**config.mk**
```make
export PLATFORM = sky130hd
export DESIGN_NAME = reset_sequencer
export DESIGN_NICKNAME = d
export VERILOG_FILES = /design/src/rtl/reset_sequencer.sv
export SDC_FILE = /design/constraint.sdc
export NUM_CORES = 1
export LEC_CHECK = 0
export CAP_MARGIN = 20
export CORE_MARGIN = 4
export CORE_UTILIZATION = 34
export CTS_BUF_LIST = sky130_fd_sc_hd__clkbuf_16
export DETAILED_ROUTE_END_ITERATION = 12
export GPL_ROUTABILITY_DRIVEN = 0
export GPL_TIMING_DRIVEN = 1
export SLEW_MARGIN = 20
export SYNTH_ARGS = -nofsm -noshare
export SYNTH_HDL_FRONTEND = slang
export SYNTH_SLANG_ARGS = --single-unit
```
**constraint.sdc**
```tcl
create_clock -name clk -period 3.64 [get_ports clk]
set_input_delay 0.546 -clock clk [delete_from_list [all_inputs] [get_ports clk]]
set_output_delay 0.546 -clock clk [all_outputs]
set_load 0.03 [all_outputs]
```
**src/rtl/reset_sequencer.sv**
```systemverilog
// Clock/reset bring-up sequencer: PLL reset pulse, lock wait and settle, ordered domain release, soft reset, lock-loss handling.
// Optional lock-wait timeout with PLL retry is enabled by defining RESET_SEQ_LOCK_TIMEOUT_EN.
module reset_sequencer #(
    parameter int NUM_DOMAINS    = 4,
    parameter int STAGE_DELAY    = 255,
    parameter int PLL_RST_CYCLES = 16,
    parameter int LOCK_TIMEOUT   = 4095
) (
    input  logic                   clk,
    input  logic                   NRST,
    input  logic                   pll_lock,
    input  logic                   soft_rst_req,
    output logic                   soft_rst_ack,
    output logic                   pll_reset,
    output logic [NUM_DOMAINS-1:0] domain_rst,
    output logic                   seq_done,
    output logic [7:0]             lock_loss_cnt,
    output logic [7:0]             timeout_cnt
);

    localparam int MAX_A = (STAGE_DELAY > PLL_RST_CYCLES) ? STAGE_DELAY : PLL_RST_CYCLES;
    localparam int MAX_B = (MAX_A > LOCK_TIMEOUT) ? MAX_A : LOCK_TIMEOUT;
    localparam int CNT_W = $clog2(MAX_B) + 1;
    localparam int IDX_W = $clog2(NUM_DOMAINS + 1);

    localparam logic [CNT_W-1:0] PLL_LAST   = CNT_W'(PLL_RST_CYCLES - 1);
    localparam logic [CNT_W-1:0] STAGE_LAST = CNT_W'(STAGE_DELAY - 1);
    localparam logic [IDX_W-1:0] LAST_IDX   = IDX_W'(NUM_DOMAINS - 1);

    typedef enum logic [2:0] {
        ST_PLL_RST,
        ST_WAIT_LOCK,
        ST_SETTLE,
        ST_RELEASE,
        ST_RUN,
        ST_SOFT
    } state_t;

    state_t                 state_reg, state_next;
    logic [CNT_W-1:0]       cnt_reg, cnt_next;
    logic [IDX_W-1:0]       idx_reg, idx_next;
    logic                   pll_reset_reg, pll_reset_next;
    logic [NUM_DOMAINS-1:0] domain_rst_reg, domain_rst_next;
    logic                   seq_done_reg, seq_done_next;
    logic                   ack_reg, ack_next;
    logic [7:0]             lock_loss_reg, lock_loss_next;
    logic [NUM_DOMAINS-1:0] release_mask;

    // One-hot select of the domain released on the next release step.
    generate
        for (genvar gi = 0; gi < NUM_DOMAINS; gi++) begin : g_release_mask
            assign release_mask[gi] = (idx_reg == IDX_W'(gi));
        end
    endgenerate

`ifdef RESET_SEQ_LOCK_TIMEOUT_EN
    localparam logic [CNT_W-1:0] TIMEOUT_LAST = CNT_W'(LOCK_TIMEOUT - 1);
    logic [7:0] timeout_reg, timeout_next;
`endif

    always_comb begin
        state_next      = state_reg;
        cnt_next        = cnt_reg + 1'b1;
        idx_next        = idx_reg;
        pll_reset_next  = pll_reset_reg;
        domain_rst_next = domain_rst_reg;
        seq_done_next   = seq_done_reg;
        ack_next        = 1'b0;
        lock_loss_next  = lock_loss_reg;
`ifdef RESET_SEQ_LOCK_TIMEOUT_EN
        timeout_next    = timeout_reg;
`endif

        case (state_reg)
            ST_PLL_RST: begin
                pll_reset_next = 1'b1;
                if (cnt_reg == PLL_LAST) begin
                    state_next     = ST_WAIT_LOCK;
                    cnt_next       = '0;
                    pll_reset_next = 1'b0;
                end
            end

            ST_WAIT_LOCK: begin
                if (pll_lock) begin
                    state_next = ST_SETTLE;
                    cnt_next   = '0;
                end
`ifdef RESET_SEQ_LOCK_TIMEOUT_EN
                else if (cnt_reg == TIMEOUT_LAST) begin
                    state_next     = ST_PLL_RST;
                    cnt_next       = '0;
                    pll_reset_next = 1'b1;
                    timeout_next   = (timeout_reg == 8'hFF) ? timeout_reg : timeout_reg + 8'd1;
                end
`else
                else begin
                    cnt_next = '0;
                end
`endif
            end

            ST_SETTLE: begin
                // A lock drop before any domain is released only restarts the settle wait.
                if (!pll_lock) begin
                    state_next = ST_WAIT_LOCK;
                    cnt_next   = '0;
                end else if (cnt_reg == STAGE_LAST) begin
                    cnt_next = '0;
                    if (NUM_DOMAINS == 1) begin
                        state_next      = ST_RUN;
                        domain_rst_next = '0;
                        seq_done_next   = 1'b1;
                    end else begin
                        state_next      = ST_RELEASE;
                        domain_rst_next = domain_rst_reg & ~NUM_DOMAINS'(1);
                        idx_next        = IDX_W'(1);
                    end
                end
            end

            ST_RELEASE: begin
                if (!pll_lock) begin
                    state_next      = ST_WAIT_LOCK;
                    cnt_next        = '0;
                    idx_next        = '0;
                    domain_rst_next = '1;
                    seq_done_next   = 1'b0;
                    lock_loss_next  = (lock_loss_reg == 8'hFF) ? lock_loss_reg : lock_loss_reg + 8'd1;
                end else if (cnt_reg == STAGE_LAST) begin
                    cnt_next        = '0;
                    domain_rst_next = domain_rst_reg & ~release_mask;
                    idx_next        = idx_reg + 1'b1;
                    if (idx_reg == LAST_IDX) begin
                        state_next    = ST_RUN;
                        seq_done_next = 1'b1;
                    end
                end
            end

            ST_RUN: begin
                cnt_next = '0;
                if (!pll_lock) begin
                    state_next      = ST_WAIT_LOCK;
                    idx_next        = '0;
                    domain_rst_next = '1;
                    seq_done_next   = 1'b0;
                    lock_loss_next  = (lock_loss_reg == 8'hFF) ? lock_loss_reg : lock_loss_reg + 8'd1;
                end else if (soft_rst_req) begin
                    state_next      = ST_SOFT;
                    idx_next        = '0;
                    domain_rst_next = '1;
                    seq_done_next   = 1'b0;
                end
            end

            ST_SOFT: begin
                // Losing lock here abandons the soft reset without an acknowledge.
                if (!pll_lock) begin
                    state_next      = ST_WAIT_LOCK;
                    cnt_next        = '0;
                    idx_next        = '0;
                    domain_rst_next = '1;
                    seq_done_next   = 1'b0;
                    lock_loss_next  = (lock_loss_reg == 8'hFF) ? lock_loss_reg : lock_loss_reg + 8'd1;
                end else if (cnt_reg == STAGE_LAST) begin
                    state_next = ST_SETTLE;
                    cnt_next   = '0;
                    ack_next   = 1'b1;
                end
            end

            default: begin
                state_next      = ST_PLL_RST;
                cnt_next        = '0;
                idx_next        = '0;
                pll_reset_next  = 1'b1;
                domain_rst_next = '1;
                seq_done_next   = 1'b0;
            end
        endcase
    end

    always_ff @(posedge clk) begin
        if (!NRST) begin
            state_reg      <= ST_PLL_RST;
            cnt_reg        <= '0;
            idx_reg        <= '0;
            pll_reset_reg  <= 1'b1;
            domain_rst_reg <= '1;
            seq_done_reg   <= 1'b0;
            ack_reg        <= 1'b0;
            lock_loss_reg  <= 8'd0;
        end else begin
            state_reg      <= state_next;
            cnt_reg        <= cnt_next;
            idx_reg        <= idx_next;
            pll_reset_reg  <= pll_reset_next;
            domain_rst_reg <= domain_rst_next;
            seq_done_reg   <= seq_done_next;
            ack_reg        <= ack_next;
            lock_loss_reg  <= lock_loss_next;
        end
    end

`ifdef RESET_SEQ_LOCK_TIMEOUT_EN
    always_ff @(posedge clk) begin
        if (!NRST) begin
            timeout_reg <= 8'd0;
        end else begin
            timeout_reg <= timeout_next;
        end
    end
    assign timeout_cnt = timeout_reg;
`else
    assign timeout_cnt = 8'd0;
`endif

    assign soft_rst_ack  = ack_reg;
    assign pll_reset     = pll_reset_reg;
    assign domain_rst    = domain_rst_reg;
    assign seq_done      = seq_done_reg;
    assign lock_loss_cnt = lock_loss_reg;

    // Released domains always form a contiguous low-order group.
    a_release_order: assert property (@(posedge clk) disable iff (!NRST)
        ((domain_rst_reg << 1) & ~domain_rst_reg) == '0);
    a_done_means_released: assert property (@(posedge clk) disable iff (!NRST)
        seq_done_reg |-> (domain_rst_reg == '0));
    a_pll_reset_holds_domains: assert property (@(posedge clk) disable iff (!NRST)
        pll_reset_reg |-> (&domain_rst_reg));

endmodule

```
; Word level (Yosys, flattened, before mapping)
; Index checks and enable logic that the tools add are counted.
[op_classes]
addsub = 3
mul = 0
n_div = 0
n_lt_le_gt_ge = 0
eq_ne = 21
shifts = 0
muxes = 42
n_bitwise = 7
n_reduce_logical = 13
[ops]
columns = op, n
row1 = 3-bit 2-to-1 mux, 18
row2 = 13-bit 2-to-1 mux, 3
row3 = 13-bit case mux with 2 select lines, 1
row4 = 4-bit 2-to-1 mux, 5
row5 = 4-bit case mux with 5 select lines, 1
row6 = 3-bit case mux with 6 select lines, 1
row7 = "3-bit != test, second input constant", 5
row8 = 3-bit case mux with 5 select lines, 1
row9 = "13-bit by 1-bit adder with 13-bit output, second input constant", 1
row10 = "13-bit by 4-bit == test with 1-bit output, second input constant", 1
row11 = "13-bit by 8-bit == test with 1-bit output, second input constant", 1
row12 = "3-bit by 2-bit == test with 1-bit output, second input constant", 4
row13 = 1-bit 2-to-1 mux, 10
row14 = "2-bit != test, second input constant", 5
row15 = 5-bit AND reduction, 2
row16 = 3-bit OR reduction, 3
row17 = "8-bit by 1-bit adder with 8-bit output, second input constant", 1
row18 = "8-bit == test, second input constant", 1
row19 = 7-bit AND reduction, 1
row20 = "3-bit by 1-bit == test with 1-bit output, second input constant", 2
row21 = "3-bit == test, second input constant", 2
row22 = 3-bit zero test, 2
row23 = 3-bit AND reduction, 2
row24 = 6-bit AND reduction, 1
row25 = other kinds (8), 12
[word_totals]
reg_bits = 34
latchBits = 0
mem_bits_rw = 0
rom_bits = 0
in_bits = 4
out_inout_bits = 23
word_cells = 95
n_memories = 0

; Depth between registers and ports, before layout
; Gate-level depths: netlist of run 1.
[logic_depth]
ltp_word = 6
depth_mapped = 8

; Worst setup path before layout of run 1
; No wires, ideal clock.
[synth_timing]
path_kind = register to register
startpoint = reg cnt_reg[11]
endpoint = reg domain_rst_reg[3] (netlist: domain_rst[3])
arrival_time_ns = 2.038
required_ns = 3.526
path_slack_ns = 1.488
path_stages_with_launch = 6
n_path_buf = 0
synth_period_minus_slack_ns = 2.152
path_cell_list = dfxtp_1 or4_4 or4_4 a22o_2 or2_1 a21o_1
[synth_via]
elab_chain_cells = 3
[synth_rtl]
columns = item, line
row1 = "start, declared", 40  ; logic [CNT_W-1:0] cnt_reg, cnt_next;
row2 = "start signal, assigned", 196  ; cnt_reg <= cnt_next;
row3 = 13-bit by 8-bit == test with 1-bit output, "108, 130"
row4 = 3-bit != test (no source line), -
row5 = 5-bit AND reduction (no source line), -
row6 = "end signal, assigned", 199  ; domain_rst_reg <= domain_rst_next;
row7 = "end, declared", 43  ; logic [NUM_DOMAINS-1:0] domain_rst_reg, domain_rst_next;
; No other way between the ends.
; A chain may end at the register's enable or synchronous reset.

; Worst setup path after layout of run 1
[layout_timing]
startpoint = reg cnt_reg[11]
endpoint = reg cnt_reg[11]
[layout_via]
elab_chain_cells = 4
[layout_rtl]
columns = item, line
row1 = 13-bit by 1-bit adder with 13-bit output / 13-bit by 8-bit == test with 1-bit output (equally long branches), -
row2 = 13-bit 2-to-1 mux, "108, 130, 166"
row3 = 13-bit 2-to-1 mux, 105  ; if (!pll_lock) begin
row4 = 13-bit case mux with 2 select lines *, 74  ; case (state_reg)
; Mark *: on every way between the ends. The rest lies on a longest branch, timed or not.

==> summary.md, run 1 <==
| Metric | Value |
|---|---|
| Remaining global-route overflow | `0` |
| Highest cell delay on the worst timing path | `roughly 550 ps` |
| R2R cell count | `5` |
| Period utilisation layout | `65.46%` |
| Routed length per instance | `11.57 um` |
| Worst-skew pair later-pin latency | `280 ps` |
| Worst min-delay path category | `flip-flop to flip-flop` |
| Count of buffers from port buffering | `18` |
| Cell taking the most area after synthesis | `sky130_fd_sc_hd__dfxtp_1` |
| Total via count in the routed design | `1476` |
| Setup crit end kind | `flip-flop` |
| Count of inserted antenna diode cells | `0` |
| Chip Height | `81.23 um` |
| Critical-path cell with the highest stage delay | `sky130_fd_sc_hd__or4_4` |
| Final setup violation count | `0` |
| Average size of a mapped cell | `about 8.3 um^2` |
| Number of hold buffers added after cts | `0` |
| Clock root buffer master | `sky130_fd_sc_hd__clkbuf_16` |
| Critical setup path kind | `flip-flop to flip-flop` |
| Type of element launching the critical path | `flip-flop` |
| Total die area | `6598 um^2` |
| Leakage power | `0.8650 nW` |
| # rows | `26` |
| Total detailed-routing wirelength | `3.528 mm` |
| HPWL reported at the end of detailed placement | `between 2 and 3 mm` |
| Area after DPL | `around 2000 um^2` |
| Routed via count divided by cell count | `4.839` |
| Number of global-route vias before repair | `1374` |
| Worst path arrival time | `roughly 2500 ps` |
| Most instantiated flip-flop cell in the synthesis netlist | `sky130_fd_sc_hd__dfxtp_1` |
| Share of layout cells above drive strength 1 | `5.106%` |
| Antenna violations before repair | `0` |
| Clock Sinks | `34` |
| Number of synthesized flops with an enable pin | `0` |
| Number of cells produced by synthesis | `219` |
| Cell family with most CP delay | `simple AND/OR/NAND/NOR gates` |
| Worst IR drop on VDD | `210.6 uV` |
| I/O pin count | `27` |
| Initial drt markers | `111` |
| Number of instances resized during post-cts repair | `0` |
| Number of different library cells in the post-synthesis netlist | `37` |
| Hold Path End | `seq_done` |
| Critical R2R Launch | `cnt_reg[11]` |
| Remaining design rule violation count | `0` |
| Number of setup buffers added after CTS | `0` |
| Tightest Pin Transition | `993.0 ps` |
| Slew Viols, Final | `0` |
| Power density over cell area | `396.6 nW/um^2` |
| Run status | `complete, no violations` |
| Clock Skew | `6.687 ps` |
| CTS HTree Levels | `2` |
| CORE AREA | `5140 um^2` |
| Final worst path period need | `roughly 2400 ps` |
| Worst slack at placement | `~1200 ps` |
| Share of the core filled with cells in the final layout | `a little over two fifths` |
| Synth Warn # | `0` |
| Largest net degree at the start of global routing | `23` |
| Worst slew margin relative to its limit | `33.51%` |
| Final std cell area, no fill | `2188 um^2` |
| P&R area growth vs syn | `20.04%` |
| Fmax | `0.4197 GHz` |
| Maximum clock insertion buffer count | `2` |
| Area share of the largest cell type after synthesis | `37.34%` |
| Setup repair after global routing missed its margin | `no` |
| Register-to-register setup slack | `roughly 1300 ps` |
| Post-route antenna net violation count | `0` |
| Post-Route Setup TNS | `0 ps` |
| Fin nets | `248` |
| Clock-pin slew on the worst setup and hold paths | `50 ps` |
| Clock tree from TritonCTS | `built` |
| Number of flip-flops under the largest register name | `13` |
| Detailed-router iteration count before antenna repair | `4` |
| First-pass GRT wire length | `6.210 mm` |
| Leading cell types by total area after synthesis | `sky130_fd_sc_hd__dfxtp_1 37%, sky130_fd_sc_hd__xor2_1 6.2%, sky130_fd_sc_hd__ha_1 6.2%` |
| Syn Std Cell Area | `around 1800 um^2` |
| Highest fanout seen on the critical path | `13` |
| Startpoint of the worst hold path | `seq_done` |
| Fill cell count | `553` |
| Worst Path Required | `3760 ps` |
| Final number of hold-violating endpoints | `0` |
| Setup WS post-layout | `around 1300 ps` |
| Flop and latch count out of synthesis | `34` |
| Total GRT Usage | `12.03%` |
| Die Width | `81.23 um` |
| Clock buffers created by TritonCTS | `5` |
| Max-cap violations | `0` |
| Worst r2r dst | `cnt_reg[11]` |
| Sequential-to-total area share from yosys stat | `37.34%` |
| Total buffers and inverters traversed by the critical path | `0` |
| Count of cells along the worst hold path | `2` |
| List of cells traversed by the critical path | `or4_4 > nor4_1 > o22ai_1 > o211ai_1 > nor2_1` |
| Power consumption | `0.8680 mW` |
| Async S/R FF share, synth | `0%` |
| Effective utilization at floorplan | `35.47%` |
## worst register-to-register path: stages, from the launching register on
cell	delay, ps
sky130_fd_sc_hd__dfxtp_1	320
sky130_fd_sc_hd__or4_4	550
sky130_fd_sc_hd__nor4_1	500
sky130_fd_sc_hd__o22ai_1	220
sky130_fd_sc_hd__o211ai_1	510
sky130_fd_sc_hd__nor2_1	130
## cell usage after synthesis (2+ instances only)
cell and n:
sky130_fd_sc_hd__mux2i_1 5, sky130_fd_sc_hd__nand2b_1 2, sky130_fd_sc_hd__xnor2_1 5, sky130_fd_sc_hd__o22ai_1 2, sky130_fd_sc_hd__nand3_1 10, sky130_fd_sc_hd__o21ai_0 12, sky130_fd_sc_hd__nor2_1 27, sky130_fd_sc_hd__xor2_1 13
sky130_fd_sc_hd__or4_1 2, sky130_fd_sc_hd__clkbuf_1 8, sky130_fd_sc_hd__dfxtp_1 34, sky130_fd_sc_hd__nand2_1 19, sky130_fd_sc_hd__inv_1 10, sky130_fd_sc_hd__nor2b_1 6, sky130_fd_sc_hd__o211ai_1 5, sky130_fd_sc_hd__and3b_1 2
sky130_fd_sc_hd__nor4_1 4, sky130_fd_sc_hd__and3_1 8, sky130_fd_sc_hd__ha_1 9, sky130_fd_sc_hd__a21o_1 4, sky130_fd_sc_hd__or4_4 2, sky130_fd_sc_hd__a21oi_1 3, sky130_fd_sc_hd__nand4_1 6, sky130_fd_sc_hd__buf_4 8
## worst max path at each step
stage	start	endpoint	slack [ps]	depth (start not counted)
after floorplan	cnt_reg[11]	domain_rst[3]	1490	5
after global placement	pll_lock	idx_reg[1]	1170	6
after detailed placement	pll_lock	idx_reg[2]	1160	6
after CTS	cnt_reg[11]	cnt_reg[11]	1240	5
after global routing	cnt_reg[11]	cnt_reg[3]	1030	5
final	cnt_reg[11]	cnt_reg[11]	1260	5
## metrics by stage
stage | std cells | hold WS, ps
after floorplan | 226 | 444.6
after global placement | 298 | 433.4
after detailed placement | 298 | 438.4
after CTS | 305 | 447.1
after global routing | 305 | 481.0
final | 305 | 444.1
## layer usage
layer,part of all wire (%),track usage (%),up-vias,wire length (um)
met4,1.6,4.054,0,57
met2,45,18.72,27,1579
li1,-,-,770,-
met5,0,0,-,0
met3,4.5,4.767,7,157
met1,49,15.09,672,1733
## report_power, final
part,internal [mW],total (mW),switching [mW]
combinational,0.00801,0.0319,0.0238
clock,0.316,0.457,0.141
sequential,0.376,0.379,0.00352
## cell usage in the layout, fill, tap and decap left out, drive strengths merged
cell type and count:
o221a 1, xor2 13, nor3 1, o21ai 12, o211ai 5, a22o 1, nand4 6, nand3b 1
a211oi 1, a21oi 4, nor2 27, inv 10, a221oi 1, mux2i 5, or4 4, clkdlybuf4s50 18
a311o 1, or3 1, nor4 4, nor2b 6, nand3 10, and3 8, clkbuf 5, a21o 4
a211o 1, ha 9, bufinv 1, o22ai 2, conb 8, nand2b 2, dfxtp 34, or2 1
and3b 2, xnor2 5, clkinv 1, buf 1, nand2 19
## final cells by class
type,instances,area [um^2],share of cell area [%]
well taps,70,87.58,4.002
clock buffers,5,125.1,5.718
inverters,10,37.54,1.715
repair buffers,19,187.7,8.576
clock inverters,2,33.78,1.544
flip-flops and latches,34,680.7,31.10
multi-input cells,165,1036,47.34
## cells by family after synthesis
family                     count (synthesis)  synth area share [%]
and+or+nand+nor                           92                 25.53
DFF                                       34                 37.34
AOI/OAI and AO/OA                         33                 12.08
buffers and inverters                     27                 7.275
xor gates and xnor gates                  18                 8.648
adders and majority gates                  9                 6.177
muxes                                      5                 2.745
other                                      1                0.2057
(Power assumes the default switching activity.)
==> run 2, diff against run 1 <==
==> constraint.sdc (replaced) <==
create_clock -name clk -period 2.1 [get_ports clk]
set_input_delay 0.315 -clock clk [delete_from_list [all_inputs] [get_ports clk]]
set_output_delay 0.315 -clock clk [all_outputs]
set_load 0.03 [all_outputs]
==> run 2 against run 1 <==
- sequential cell count is the same
- routed wire length grew 1.4%
- the flow now finishes with violations (setup timing)
- clock power grew 48%
- sequential share of layout area shrank 1.3 points
- sequential power grew 73%
- die area is the same
- design area grew 4.5%
- largest cell class unchanged
- highest routed layer unchanged
==> summary.md, run 2 (synthesis gave the netlist of run 1 again) <==
| Metric | Value |
|---|---|
| Share of layout cells above drive strength 1 | `10.84% (+5.7 points)` |
| Count of inserted antenna diode cells | `0 (unchanged)` |
| Total detailed-routing wirelength | `3.579 mm (+1.4%)` |
| Clock root buffer master | `sky130_fd_sc_hd__clkbuf_16` |
| Maximum clock insertion buffer count | `2 (unchanged)` |
| I/O pin count | `27 (unchanged)` |
| HPWL reported at the end of detailed placement | `2.612 mm (+2.6%)` |
| Clock buffers created by TritonCTS | `5 (unchanged)` |
| Number of global-route vias before repair | `1425 (+3.7%)` |
| First-pass GRT wire length | `6.147 mm (-1.0%)` |
| Count of buffers from port buffering | `18 (unchanged)` |
| Final worst path period need | `2128 ps (-254.7 ps)` |
| WHS | `446.9 ps (+2.808 ps)` |
| List of cells traversed by the critical path | `or4_4 > or4_4 > a22o_4 > or2_1 > a21o_1` |
| Remaining design rule violation count | `0 (unchanged)` |
| Leading cell types in the layout, fill and taps excluded | `33 x sky130_fd_sc_hd__dfxtp_1, 27 x sky130_fd_sc_hd__nor2_1, 19 x sky130_fd_sc_hd__nand2_1` |
| Largest net degree at the start of global routing | `19 (-17%)` |
| Max-cap violations | `0 (unchanged)` |
| Highest cell delay on the worst timing path | `540 ps (about the same)` |
| Type of element launching the critical path | `flip-flop` |
| Slew Viols, Final | `0 (unchanged)` |
| Highest fanout seen on the critical path | `4 (-9)` |
| Clock Sinks | `34 (unchanged)` |
| Run status | `complete, but fails checks` |
| Final number of hold-violating endpoints | `0 (unchanged)` |
| # rows | `26 (unchanged)` |
| Power density over cell area | `608.6 nW/um^2 (+53%)` |
| Worst-skew pair later-pin latency | `280 ps (about the same)` |
| Violations in the final reports | `setup timing` |
| Total GRT Usage | `11.96% (-0.066 points)` |
| Number of flip-flops under the largest register name | `13 (unchanged)` |
| R2R cell count | `5 (unchanged)` |
| Worst IR drop on VDD | `291.9 uV (+39%)` |
| End point of the critical path | `domain_rst[3]` |
| Detailed-router iteration count before antenna repair | `4 (unchanged)` |
| Period utilisation layout | `101.3% (+36 points)` |
| CTS HTree Levels | `2 (unchanged)` |
| Clock Skew | `5.909 ps (-0.7780 ps)` |
| CORE AREA | `5140 um^2 (unchanged)` |
| Clock tree from TritonCTS | `built` |
| Remaining global-route overflow | `0 (unchanged)` |
| Worst r2r dst | `domain_rst[3]` |
| Final setup violation count | `1 (+1)` |
| Worst slew margin relative to its limit | `62.26% (+29 points)` |
| Cell repeated most along the worst path | `sky130_fd_sc_hd__or4_4` |
| Total die area | `6598 um^2 (unchanged)` |
| Routed via count divided by cell count | `4.790 (-1.0%)` |
| Antenna violations before repair | `0 (unchanged)` |
| Die Width | `81.23 um (unchanged)` |
| Register-to-register setup slack | `-30 ps (-1290 ps)` |
| Worst path arrival time | `2300 ps (-200 ps)` |
| Setup crit end kind | `flip-flop` |
| P&R area growth vs syn | `25.46%` |
| Fin nets | `261 (+5.2%)` |
| Total via count in the routed design | `1528 (+3.5%)` |
| Leakage power | `0.9293 nW (+7.4%)` |
| Effective utilization at floorplan | `35.47% (unchanged)` |
| Initial drt markers | `88 (-21%)` |
| Chip Height | `81.23 um (unchanged)` |
| Worst Path Required | `2270 ps (-1490 ps)` |
| Fmax | `0.4699 GHz (+12%)` |
| Critical-path cell with the highest stage delay | `sky130_fd_sc_hd__or4_4` |
| Routed length per instance | `11.22 um (-3.0%)` |
| Worst min-delay path category | `flip-flop to flip-flop` |
| Post-Route Setup TNS | `-27.92 ps (-27.92 ps)` |
| Startpoint of the worst setup timing path | `cnt_reg[11]` |
| Setup WS post-layout | `-27.92 ps (-1285 ps)` |
| Critical R2R Launch | `cnt_reg[11]` |
| Setup repair after global routing missed its margin | `yes` |
| Post-route antenna net violation count | `0 (unchanged)` |
| Leading cell type in the layout, fill and taps excluded | `sky130_fd_sc_hd__dfxtp_1` |
| Tightest Pin Transition | `560.1 ps (-432.9 ps)` |
| Clock-pin slew on the worst setup and hold paths | `50 ps (about the same)` |
| Critical setup path kind | `flip-flop to flip-flop` |
==> run 2: cell types whose count changed in the layout (fill, tap and decap cells not counted) <==
cell and delta:
sky130_fd_sc_hd__a21oi_2 -1, sky130_fd_sc_hd__dfxtp_2 +1, sky130_fd_sc_hd__clkinv_2 +1, sky130_fd_sc_hd__a21oi_4 +1
sky130_fd_sc_hd__bufinv_16 -1, sky130_fd_sc_hd__nor4_2 +1, sky130_fd_sc_hd__buf_4 +13, sky130_fd_sc_hd__inv_1 +1
sky130_fd_sc_hd__a22o_2 -1, sky130_fd_sc_hd__a22o_4 +1, sky130_fd_sc_hd__dfxtp_1 -1, sky130_fd_sc_hd__nor4_1 -1
==> run 2: power breakdown <==
group	switching, mW	leakage, nW	total [mW]	internal, mW
registers	0.00459	0.275	0.656	0.651
logic	0.0435	0.582	0.0616	0.0180
clock network	0.248	0.0724	0.675	0.427
==> run 2: critical path, delay by kind of cell (launching register included) <==
family	cells	cell delay, ps
flops	1	310
simple gates	3	1250
compound gates	2	460
==> run 2: worst min path at each step <==
stage,from,endpoint,slack (ps),depth (start not counted)
floorplan,cnt_reg[0],cnt_reg[0],440,1
global route,domain_rst[1],domain_rst[1],470,1
global placement,domain_rst[1],domain_rst[1],440,1
finish,seq_done,seq_done,450,2
detailed placement,seq_done,seq_done,440,2
CTS,seq_done,seq_done,450,2
==> run 2: layer usage <==
metal / wire [um] / share of wire [%] / global-route usage, %
met1: 1739 / 49 / 14.49
met2: 1615 / 45 / 19.21
met3: 167 / 4.7 / 4.102
met4: 57 / 1.6 / 5.068
met5: 0 / 0 / 0
==> run 2: stage by stage <==
stage,utilization [%],cell area [um^2],std cells,setup WS [ps],power [mW]
floorplan,-,1857,226,43.26,0.7222
global placement,41.38,2127,310,24.96,0.7300
detailed placement,41.38,2127,310,-0.5185,0.7301
CTS,44.06,2265,318,-7.910,1.414
global route,44.50,2287,319,-73.57,1.448
finish,44.50,2287,319,-27.92,1.392
==> run 2: final cells by class <==
cell class | instances | area [um^2]
multi-input combinational | 165 | 1057
inverter | 10 | 37.54
clock buffer | 5 | 125.1
timing repair buffer | 32 | 285.3
fill | 547 | 2853
tap | 70 | 87.58
clock inverter | 3 | 12.51
sequential | 34 | 681.9
==> run 2: timing repair <==
action                     4_1_cts  5_1_grt
setup endpoints to repair        1       22
pin swaps                        0        0
hold buffers                     0        0
cloned                           0        0
buffers inserted                 0        1
resized for setup                0        3
